<file path="config.mk">
export PLATFORM = sky130hd
export DESIGN_NAME = nx_stream_mux
export DESIGN_NICKNAME = d
export VERILOG_FILES = /design/src/rtl/nx_stream_pkg.sv /design/src/rtl/nx_stream_rr_arbiter.sv /design/src/rtl/nx_stream_mux.sv
export SDC_FILE = /design/constraint.sdc
export NUM_CORES = 1
export LEC_CHECK = 0
export ABC_CLOCK_PERIOD_IN_PS = 7950
export CAP_MARGIN = 0
export CORE_AREA = 10 10 158 160
export CTS_BUF_LIST = sky130_fd_sc_hd__clkbuf_4 sky130_fd_sc_hd__clkbuf_8
export DETAILED_ROUTE_END_ITERATION = 8
export DIE_AREA = 0 0 168 170
export HOLD_SLACK_MARGIN = 0.12
export PLACE_DENSITY = 0.75
export SYNTH_ARGS = -nofsm -noshare
export SYNTH_HDL_FRONTEND = slang
export SYNTH_SLANG_ARGS = --single-unit
export TNS_END_PERCENT = 1
</file>
<file path="constraint.sdc">
create_clock -name clk -period 7.95 [get_ports clk]
set_clock_uncertainty 0.1 [all_clocks]
set_input_delay 1.1925 -clock clk [delete_from_list [all_inputs] [get_ports clk]]
set_output_delay 1.1925 -clock clk [all_outputs]
set_load 0.01 [all_outputs]
</file>
<file path="src/rtl/nx_stream_pkg.sv">
// -----------------------------------------------------------------------------
// nx_stream_pkg
//   Shared definitions for the nx_stream_mux packet multiplexer.
//   - state_e   : lock FSM state encoding (IDLE / LOCKED)
//   - idx_width : width of a channel index for a given channel count
// -----------------------------------------------------------------------------
package nx_stream_pkg;

  typedef enum logic {
    ST_IDLE   = 1'b0,
    ST_LOCKED = 1'b1
  } state_e;

  // Never returns 0 so an index port stays legal even for a single channel.
  function automatic int idx_width(input int channels);
    return (channels > 1) ? $clog2(channels) : 1;
  endfunction

endpackage

</file>
<file path="src/rtl/nx_stream_rr_arbiter.sv">
// -----------------------------------------------------------------------------
// nx_stream_rr_arbiter
//   Purely combinational round-robin picker. It starts at ptr_i and walks
//   upward, wrapping CHANNELS-1 -> 0. The first requester found wins.
//
// Ports
//   req_i    in   CHANNELS   request vector (one bit per channel)
//   ptr_i    in   ID_WIDTH   highest-priority channel for this cycle
//   grant_o  out  CHANNELS   one-hot grant, all zero when nothing requests
//   idx_o    out  ID_WIDTH   index of the granted channel
//   valid_o  out  1          a grant was issued
// -----------------------------------------------------------------------------
module nx_stream_rr_arbiter
  import nx_stream_pkg::*;
#(
  parameter int CHANNELS = 2,
  parameter int ID_WIDTH = idx_width(CHANNELS)
) (
  input  logic [CHANNELS-1:0] req_i,
  input  logic [ID_WIDTH-1:0] ptr_i,
  output logic [CHANNELS-1:0] grant_o,
  output logic [ID_WIDTH-1:0] idx_o,
  output logic                valid_o
);

  always_comb begin
    int                cand;
    logic [ID_WIDTH-1:0] cand_idx;
    grant_o  = '0;
    idx_o    = '0;
    valid_o  = 1'b0;
    cand     = 0;
    cand_idx = '0;
    for (int i = 0; i < CHANNELS; i++) begin
      cand = int'(ptr_i) + i;
      if (cand >= CHANNELS) begin
        cand = cand - CHANNELS;
      end
      cand_idx = ID_WIDTH'(cand);
      if (!valid_o && req_i[cand_idx]) begin
        valid_o           = 1'b1;
        grant_o[cand_idx] = 1'b1;
        idx_o             = cand_idx;
      end
    end
  end

endmodule

</file>
<file path="src/rtl/nx_stream_mux.sv">
// -----------------------------------------------------------------------------
// nx_stream_mux
//   Merges CHANNELS AXI4-Stream style inbound streams into one outbound
//   stream. Whole packets are kept together: once a multi-beat packet has
//   started, its channel owns the output until its tlast beat is accepted.
//   Arbitration between packets is round-robin. The outbound side is a
//   single register stage, so the latency is 1. It still sustains one beat
//   per cycle, because the stage can reload in the same cycle it drains.
//
// Ports
//   clk                in   1                  clock, rising edge
//   rst                in   1                  async reset, active high
//   inbound_tdata_i    in   CHANNELS*W         channel n in slice n
//   inbound_tlast_i    in   CHANNELS           per-channel end-of-packet
//   inbound_tvalid_i   in   CHANNELS           per-channel beat valid
//   inbound_tready_o   out  CHANNELS           per-channel accept (<=1 hot)
//   outbound_tdata_o   out  W                  merged beat data
//   outbound_tlast_o   out  1                  merged end-of-packet
//   outbound_tdest_o   out  ID_WIDTH           source channel of the beat
//   outbound_tvalid_o  out  1                  merged beat valid
//   outbound_tready_i  in   1                  downstream accept
//   status_active      out  1                  a packet holds the lock
//   status_idle        out  1                  idle, no requests, output empty
//   status_packets     out  32                 delivered packet count (wraps)
// -----------------------------------------------------------------------------
module nx_stream_mux
  import nx_stream_pkg::*;
#(
  parameter int AXI4_DATA_WIDTH = 128,
  parameter int CHANNELS        = 2,
  parameter int ID_WIDTH        = idx_width(CHANNELS)
) (
  input  logic                                clk,
  input  logic                                rst,
  input  logic [CHANNELS*AXI4_DATA_WIDTH-1:0] inbound_tdata_i,
  input  logic [CHANNELS-1:0]                 inbound_tlast_i,
  input  logic [CHANNELS-1:0]                 inbound_tvalid_i,
  output logic [CHANNELS-1:0]                 inbound_tready_o,
  output logic [AXI4_DATA_WIDTH-1:0]          outbound_tdata_o,
  output logic                                outbound_tlast_o,
  output logic [ID_WIDTH-1:0]                 outbound_tdest_o,
  output logic                                outbound_tvalid_o,
  input  logic                                outbound_tready_i,
  output logic                                status_active,
  output logic                                status_idle,
  output logic [31:0]                         status_packets
);

  localparam int W = AXI4_DATA_WIDTH;

  state_e              state_q;
  logic [ID_WIDTH-1:0] owner_q;
  logic [ID_WIDTH-1:0] rr_ptr_q;
  logic                out_valid_q;
  logic                out_last_q;
  logic [W-1:0]        out_data_q;
  logic [ID_WIDTH-1:0] out_dest_q;
  logic [31:0]         pkt_cnt_q;

  logic [CHANNELS-1:0] arb_grant;
  logic [ID_WIDTH-1:0] arb_idx;
  logic                arb_valid;

  logic [ID_WIDTH-1:0] sel_idx;
  logic                sel_valid;
  logic                sel_last;
  logic [W-1:0]        sel_data;
  logic                can_load;
  logic                accept;
  logic [ID_WIDTH-1:0] rr_ptr_d;
  logic [CHANNELS-1:0] tready_d;

  nx_stream_rr_arbiter #(
    .CHANNELS (CHANNELS),
    .ID_WIDTH (ID_WIDTH)
  ) u_arb (
    .req_i   (inbound_tvalid_i),
    .ptr_i   (rr_ptr_q),
    .grant_o (arb_grant),
    .idx_o   (arb_idx),
    .valid_o (arb_valid)
  );

  always_comb begin
    // The lock owner bypasses the arbiter. Other channels are invisible
    // until the owner's tlast is accepted.
    if (state_q == ST_LOCKED) begin
      sel_idx   = owner_q;
      sel_valid = inbound_tvalid_i[owner_q];
    end else begin
      sel_idx   = arb_idx;
      sel_valid = arb_valid;
    end
    sel_last = inbound_tlast_i[sel_idx];
    sel_data = inbound_tdata_i[sel_idx*W +: W];

    // The output stage can take a new beat if it is empty or draining this
    // cycle. Gating with rst keeps every tready low while reset is asserted.
    can_load = !out_valid_q || outbound_tready_i;
    accept   = sel_valid && can_load && !rst;

    tready_d = '0;
    if (accept) begin
      tready_d[sel_idx] = 1'b1;
    end

    if (sel_idx == ID_WIDTH'(CHANNELS - 1)) begin
      rr_ptr_d = '0;
    end else begin
      rr_ptr_d = sel_idx + 1'b1;
    end
  end

  always_ff @(posedge clk or posedge rst) begin
    if (rst) begin
      state_q     <= ST_IDLE;
      owner_q     <= '0;
      rr_ptr_q    <= '0;
      out_valid_q <= 1'b0;
      out_last_q  <= 1'b0;
      out_data_q  <= '0;
      out_dest_q  <= '0;
      pkt_cnt_q   <= '0;
    end else begin
      if (accept) begin
        out_valid_q <= 1'b1;
        out_last_q  <= sel_last;
        out_data_q  <= sel_data;
        out_dest_q  <= sel_idx;
        if (sel_last) begin
          // Single-beat packets pass straight through IDLE. They never
          // take the lock, but they still advance the round-robin pointer.
          state_q  <= ST_IDLE;
          rr_ptr_q <= rr_ptr_d;
        end else begin
          state_q <= ST_LOCKED;
          owner_q <= sel_idx;
        end
      end else if (outbound_tready_i) begin
        out_valid_q <= 1'b0;
      end

      if (out_valid_q && outbound_tready_i && out_last_q) begin
        pkt_cnt_q <= pkt_cnt_q + 32'd1;
      end
    end
  end

  assign inbound_tready_o  = tready_d;
  assign outbound_tdata_o  = out_data_q;
  assign outbound_tlast_o  = out_last_q;
  assign outbound_tdest_o  = out_dest_q;
  assign outbound_tvalid_o = out_valid_q;
  assign status_active     = (state_q == ST_LOCKED);
  assign status_idle       = rst ||
                             ((state_q == ST_IDLE) && !(|inbound_tvalid_i) && !out_valid_q);
  assign status_packets    = pkt_cnt_q;

endmodule

</file>
; ---- Word level (Yosys, flattened, before mapping)
; Cells that the tools add are included.
[totals]
latch_bits = 0
out_inout_bits = 167
mem_count = 0
wordCells = 64
mem_bits_ro = 0
register_bits = 166
ram_bits = 0
inputBits = 263
[classes]
n_reduce_logical = 18
bitwise_logic = 2
n_div = 0
n_mul = 0
addsub = 5
mux = 23
shift = 1
magnitude_cmp = 7
n_eq_ne = 0
[op_table]
columns = op, count
row1 = $shiftx 256x9->128, 1
row2 = $add 32x1->32 const B, 1
row3 = $mux 1, 21
row4 = $logic_and 1x1->1, 8
row5 = $lt 1x2->1 const B, 4
row6 = $logic_not 1->1, 4
row7 = $reduce_and 2->1, 2
row8 = $add 1x1->2 const B, 1
row9 = $ge 1x2->1 const B, 1
row10 = $ge 2x2->1 const B, 1
row11 = $logic_or 1x1->1, 2
row12 = $mux 2, 1
row13 = $not 1->1, 2
row14 = $reduce_bool 2->1, 1
row15 = $reduce_or 2->1, 1
row16 = $sub 1x1->1 const B, 2
row17 = $add 1x1->1 const B, 1
row18 = $demux 1 s1, 1
row19 = $ge 1x1->1 const B, 1

; ---- Logic depth before layout (Yosys ltp)
; Gate-level depths: netlist (run 1).
[logic_depth]
depth_word = 14
ltp_mapped = 7
depth_no_buf = 5

; ---- Modules after synthesis
; Synthesis (run 1) repeated with hierarchy kept, for this count alone.
[hier_totals]
cells_unflattened = 857
area_unflattened_um2 = 7497.2
[modules_own_cells]
columns = mod, n_inst, area_per_inst_um2, seq_area_each_um2, cells_per_inst
row1 = nx_stream_mux, 1, 7464.7, 4154.0, 852
row2 = nx_stream_rr_arbiter, 1, 32.5, 0.0, 5

; ---- Least setup slack after synthesis (run 1)
; No wires, ideal clock.
[synth_timing]
kind = input-to-output
from = input rst
to = output inbound_tready_o[0]
t_arrival_ns = 6.354
path_buffers = 2
required_ns = 6.658
slack_ns = 0.303
path_stages = 5
cell_sequence = inv_1 -> o2111ai_2 -> buf_6 -> buf_2 -> nor2_1
[synth_between]
elab_chain_cells = 3
[synth_lines]
columns = element, line
row1 = from (decl), nx_stream_mux.sv:34  ; input logic rst,
row2 = $logic_not 1->1 (no source line), --
row3 = $logic_and 1x1->1, nx_stream_mux.sv:100  ; accept = sel_valid && can_load && !rst;
row4 = $mux 2, nx_stream_mux.sv:103  ; if (accept) begin
row5 = to (decl), nx_stream_mux.sv:38  ; output logic [CHANNELS-1:0] inbound_tready_o,
; Every way passes these cells.

; ---- Final worst setup path (run 1)
; Same ends and word-level chain as after synthesis.

==> results of run 1 <==
synthesized netlist by cell type (all sizes together):
| library cell | n | share of area [%] |
|---|---|---|
| and4 | 3 | 0.34 |
| o41ai | 1 | 0.11 |
| o211ai | 1 | 0.098 |
| xnor2 | 28 | 3.2 |
| o2111ai | 1 | 0.20 |
| inv | 5 | 0.24 |
| o21ai | 132 | 8.6 |
| or2b | 1 | 0.098 |
| dfrtp | 166 | 54 |
| nand4 | 13 | 1.3 |
| buf | 32 | 3.0 |
| clkbuf | 11 | 0.59 |
| mux2i | 128 | 17 |
| nor2 | 7 | 0.34 |
| o2111a | 1 | 0.15 |
| nand3 | 16 | 1.1 |
| nor3 | 2 | 0.13 |
| ha | 1 | 0.16 |
| and2 | 2 | 0.16 |
| mux2 | 3 | 0.44 |
| a21boi | 1 | 0.098 |
| and3 | 5 | 0.41 |
| or3b | 1 | 0.11 |
| nor2b | 1 | 0.082 |
| nor4 | 5 | 0.65 |
| nand2b | 1 | 0.082 |
| xor2 | 3 | 0.34 |
| nand2 | 139 | 6.8 |
| a21oi | 2 | 0.13 |
| or2 | 1 | 0.082 |
worst register-to-register path, delay by kind of cell, from the launching register on:
kind / cells / cell delay [ns]
buffers and inverters: 2 / 1.16
AO/OA/AOI/OAI: 2 / 0.59
flip-flops: 1 / 0.45
multiplexers: 1 / 0.32
AND/OR/NAND/NOR: 1 / 0.21
power by group through the flow:
stage	clock [mW]	sequential, mW	combinational [mW]
after global routing	0.692	1.45	2.23
after floorplan	0	1.56	0.847
after global placement	0	1.40	2.08
final	0.639	1.40	2.07
after detailed placement	0	1.42	2.11
after CTS	0.659	1.40	2.11
area by class of cell:
| type | instances | area share (%) |
|---|---|---|
| clock buffer | 18 | 1.979 |
| clock inverter | 14 | 1.309 |
| inverter | 5 | 0.1899 |
| multi-input combinational | 499 | 25.85 |
| sequential | 166 | 33.18 |
| tap | 280 | 2.798 |
| timing repair buffer | 434 | 34.70 |
cells in the final DEF, fill, tap and decap left out, types with 4 or more instances in the layout:
master / count
and3_1: 5
buf_4: 4
clkbuf_8: 18
clkdlybuf4s50_1: 429
dfrtp_1: 166
inv_1: 4
inv_6: 5
mux2i_1: 128
nand2_1: 139
nand3_1: 15
nand4_1: 12
nor2_1: 7
o21ai_0: 50
o21ai_1: 81
xnor2_1: 28
per-layer routing:
layer  GRT usage [%]  routed length [µm]  vias to the layer above
li1                -                   -                     3296
met1           20.75               10620                     3132
met2           32.20               14070                      262
met3           6.657                2347                       24
met4           5.602                 535                        0
met5               0                   0                        -
worst max-delay path by stage:
stage / from / endpoint / slack (ns) / depth (start not counted)
floorplan: rst / inbound_tready_o[0] / 0.30 / 5
global placement: rst / inbound_tready_o[0] / 2.80 / 6
detailed placement: rst / inbound_tready_o[0] / 2.79 / 6
CTS: rst / inbound_tready_o[0] / 2.79 / 6
global route: rst / inbound_tready_o[0] / 2.63 / 6
finish: rst / inbound_tready_o[0] / 2.92 / 6
flip-flops by register name, summed over array words and instances (netlist names):
register and flops:
rr_ptr_q 1, status_active 1, status_packets 32, outbound_tvalid_o 1, outbound_tlast_o 1, outbound_tdest_o 1, outbound_tdata_o 128, owner_q 1
per-stage QoR:
stage / setup slack, ns / cell area (µm²) / hold slack [ns] / power, mW / instances
finish: 2.923 / 12520 / 0.3858 / 4.107 / 1416
global route: 2.627 / 12520 / 0.4090 / 4.378 / 1416
CTS: 2.792 / 12520 / 0.3903 / 4.174 / 1416
detailed placement: 2.791 / 12110 / 0.3689 / 3.526 / 1384
global placement: 2.802 / 12110 / 0.3601 / 3.482 / 1384
floorplan: 0.3032 / 7664 / 0.4076 / 2.406 / 713
logic make-up after synthesis:
| group | count (synthesis) |
|---|---|
| XOR/XNOR | 31 |
| multiplexers | 131 |
| AND/OR/NAND/NOR | 197 |
| adder cells (fa/ha/maj) | 1 |
| flip-flops | 166 |
| AO/OA/AOI/OAI | 139 |
| buffers and inverters | 48 |
==> impl_metrics.ini, run 1 <==
[layout]
layout-drive-gt1-share_pct = 4.313
area_growth_pct = 63.38
seqCellArea_um2 = 4154
post-route-util_pct = 57.73
fill_cells = 1896
multi_input_area_um2 = 3237
nets = 1387
antenna_cells = 0

[yosys]
syn-mean-instance-area_um2 = 10.75
synth_compound_area_share_pct = 9.404
ys_seq_elements = 166
ys_types = 37
synth_cells = 713
synth_top_family_by_area = multiplexers
yosys.area_share.simple_pct = 11.67
yosysWarnings = 0
synthMuxAreaShare_pct = 17.16
synth_seq_area_share_pct = 54.20
synth_nets = 977
synth_adder_area_share_pct = 0.1633
synth_xor_xnor_area_share_pct = 3.543
netlist_area_um2 = 7664

[min_path]
min_path_type = flip-flop to flip-flop
min_delay_path_depth = 2
hold_end = outbound_tdata_o[115]
hold_start = outbound_tdata_o[115]

[floorplan]
pin_count = 430
fp.dieH_um = 170
initial_core_util_pct = 35.34
core_um2 = 21690
die_x_um = 168
die_area_um2 = 28560
std_cell_rows = 54

[placed_design]
port_buffers = 429
place_congestion = 0.8044
dp.final_hpwl_um = 22220

[power]
p_clk_share_pct = 15.6
switching_share_pct = 36.94
pwr_density_cell_nw_per_um2 = 328.0
vdd_ir_drop_max_v = 0.0001879
cell_internal_pwr_mw = 2.590
p_leak_nw = 5.400
seqPwrFrac_pct = 34.1
comb_power_share_pct = 50.4
power.switching_mw = 1.517

[setup_path]
path_cells = clkdlybuf4s50_1, inv_6, o2111ai_4, buf_12, nor2_1, clkdlybuf4s50_1
r2r-start = status_active
critical_path_required_ns = 6.66
r2r_slack_ns = 4.99
crit_type = input port to output pin
slowest_stage = clkdlybuf4s50_1
cp_top_family = buffers and inverters
worstSetupStartpointType = input port
cp.arrival_ns = 3.73
endpoint_kind = output pin
cpPeakStageDelay_ns = 0.57
cpMostUsedCell = clkdlybuf4s50_1
timing.rr.end = outbound_tdata_o[27]
worst-path-max-fanout = 261
path_buf_inv = 4
r2r_cells = 6

[drt]
drt_first_pass_iters = 4
vias = 6714
viasPerCell = 4.742
drc = 0
wl_um = 27570
drtIter0Drc = 369
postRouteAntennaNets = 0
drt-wirelength-per-cell_um = 19.47

[clocking]
clock_latency_ns = 0.45
path_clk_slew_ns = 0.09
root_buffer = clkbuf_8
postCtsSetupRepairBufs = 0
cts_buffer_depth = 2
cts_hold_buf = 0
cts_tree = yes
cts_max_level = 4
cts_sinks = 166
tritoncts.num_buffers = 17
cts_resized = 0

[run]
maxCapViolCount = 0

[global_routing]
grt_max_degree = 262
antenna_found_initial = 0
grt.overflow.total = 0
grt_pass1_wl_um = 41390
grt_pass1_vias = 6985
grt.total_usage_pct = 18.48

[sta]
fmax_ghz = 0.1989
finalHoldViolCount = 0
worst_pin_slew_ns = 1.087
fin_crit_ns = 5.027
fin_crit_sh_pct = 63.23
rsz0062_at_grt = no
slew_headroom_pct = 27.52
setup_viol = 0
fin_setup_tns_ns = 0
drv_slew = 0

[outcome]
status = complete, no violations
Power figures use the tool's default switching activity.
==> run 2: changes to the inputs <==
--- a/config.mk
+++ b/config.mk
@@ -5,14 +5,14 @@
 export SDC_FILE = /design/constraint.sdc
 export NUM_CORES = 1
 export LEC_CHECK = 0
-export ABC_CLOCK_PERIOD_IN_PS = 7950
+export ABC_CLOCK_PERIOD_IN_PS = 4120
 export CAP_MARGIN = 0
-export CORE_AREA = 10 10 158 160
+export CORE_MARGIN = 10
+export CORE_UTILIZATION = 36
 export CTS_BUF_LIST = sky130_fd_sc_hd__clkbuf_4 sky130_fd_sc_hd__clkbuf_8
 export DETAILED_ROUTE_END_ITERATION = 8
-export DIE_AREA = 0 0 168 170
 export HOLD_SLACK_MARGIN = 0.12
-export PLACE_DENSITY = 0.75
+export PLACE_DENSITY = 0.79
 export SYNTH_ARGS = -nofsm -noshare
 export SYNTH_HDL_FRONTEND = slang
 export SYNTH_SLANG_ARGS = --single-unit
==> constraint.sdc (replaced) <==
create_clock -name clk -period 4.12 [get_ports clk]
set_clock_uncertainty 0.1 [all_clocks]
set_input_delay 0.618 -clock clk [delete_from_list [all_inputs] [get_ports clk]]
set_output_delay 0.618 -clock clk [all_outputs]
set_load 0.01 [all_outputs]
==> run 2 against run 1 <==
Combinational power is 94% higher. Worst hold slack worse by 0.075 ns. Routed wire length is 0.61% higher. Critical path depth is 1 lower. Clock-buffer cell count is 1 higher. Cell count is 0.28% lower. Sequential power is 92% higher.
==> impl_metrics.ini, run 2 (same netlist as run 1, synthesis figures left out) <==
[sta]
fin_crit_ns = 3.267
slew_headroom_pct = 18.87
drv_slew = 0
finalHoldViolCount = 0
fin_ws_ns = 0.8527
fin_setup_tns_ns = 0
fmax_ghz = 0.3061
worst_pin_slew_ns = 1.217
fin_crit_sh_pct = 79.30
rsz0062_at_grt = no
setup_viol = 0

[drt]
wl_um = 27740
drt_first_pass_iters = 4
drt-wirelength-per-cell_um = 19.65
vias = 6785
postRouteAntennaNets = 0
drtIter0Drc = 338
viasPerCell = 4.805
drc = 0

[floorplan]
initial_core_util_pct = 36.57
die_x_um = 165.9
fp.dieH_um = 165.9
pin_count = 430
core_um2 = 20960
die_area_um2 = 27520
std_cell_rows = 53

[clocking]
cts_resized = 0
path_clk_slew_ns = 0.09
cts_max_level = 4
cts_hold_buf = 0
cts_buffer_depth = 2
tritoncts.num_buffers = 17
root_buffer = clkbuf_8
clock_latency_ns = 0.45
postCtsSetupRepairBufs = 0
cts_tree = yes
cts_sinks = 166

[setup_path]
cp-startpoint = inbound_tvalid_i[0]
cp_top_family = buffers and inverters
crit_type = input port to output pin
worstSetupStartpointType = input port
cpMostUsedCell = clkdlybuf4s50_1
worst-path-max-fanout = 5
critical_path_required_ns = 3.40
path_cells = clkdlybuf4s50_1, a21boi_1, o2111a_1, and2_1, clkdlybuf4s50_1
path_buf_inv = 2
slowest_stage = clkdlybuf4s50_1
r2r-start = status_active
r2r_slack_ns = 1.50
cpPeakStageDelay_ns = 0.56
cp.arrival_ns = 2.55
endpoint_kind = output pin

[placed_design]
place_congestion = 0.8655
dp.final_hpwl_um = 22130
port_buffers = 429
pre_cts_slack_ns = 0.8347
place_area_um2 = 12140
dp_cells = 1381

[power]
total_power_mw = 7.987
vdd_ir_drop_max_v = 0.0006050
p_leak_nw = 5.418
pwr_density_cell_nw_per_um2 = 635.4

[layout]
stdcell_area_um2 = 12570
final_cells = 1412
nets = 1389
largest_reg_flops = 128
layout-drive-gt1-share_pct = 4.401
final_common_cell = clkdlybuf4s50_1
layout_common_cells = clkdlybuf4s50_1 (429), dfrtp_1 (166), nand2_1 (139), mux2i_1 (128), o21ai_1 (81)
area_growth_pct = 64.02

[global_routing]
grt.total_usage_pct = 19.58
grt_max_degree = 261
grt_pass1_wl_um = 42760
grt_pass1_vias = 7161
grt.overflow.total = 0
antenna_found_initial = 2

[outcome]
status = complete, no violations

[run]
maxCapViolCount = 0

[min_path]
min_path_type = input port to asynchronous set/reset pin
==> run 2: metrics by stage <==
stage	hold slack, ns	utilization [%]
5_1_grt	0.2830	59.98
3_5_place_dp	0.3656	57.92
6_report	0.3112	59.98
2_1_floorplan	0.4076	-
4_1_cts	0.2767	59.97
3_3_place_gp	0.3605	57.92
==> run 2: report_power, final <==
part	leakage [nW]	switching (mW)	internal [mW]
Clock	0.212	0.601	0.682
Sequential	2.09	0.393	2.30
Combinational	3.12	1.87	2.14
Total	5.42	2.87	5.12
==> run 2: worst reg2reg max path, stage by stage, from the launching register on <==
cell and delay [ns]:
dfrtp_1 0.47, or3b_1 0.46, o2111ai_4 0.18, buf_12 0.53, o21ai_0 0.71
==> run 2: path summary, 6_finish.rpt <==
kind / to / cells past startpoint
max in group asynchronous: outbound_tdata_o[47] / 4
worst min register to register: outbound_tdata_o[104] / 2
worst max-delay path: inbound_tready_o[1] / 5
worst min-delay path: outbound_tvalid_o / 2
min in group clk: outbound_tdata_o[104] / 2
worst max register to register: outbound_tdata_o[92] / 4
==> run 2: cell type report <==
cell class | instances | area, µm²
Antenna cell | 1 | 2.502
Clock buffer | 19 | 255.2
Clock inverter | 11 | 175.2
Fill cell | 1790 | 8386
Inverter | 5 | 22.52
Multi-Input combinational cell | 499 | 3244
Sequential cell | 166 | 4154
Tap cell | 275 | 344.1
Timing Repair Buffer | 436 | 4372
==> run 2: per-layer routing <==
layer / part of all wire (%) / global-route usage (%)
met1: 39 / 21.71
met2: 50 / 33.30
met3: 8.5 / 7.619
met4: 3.0 / 7.280
met5: 0.025 / 0
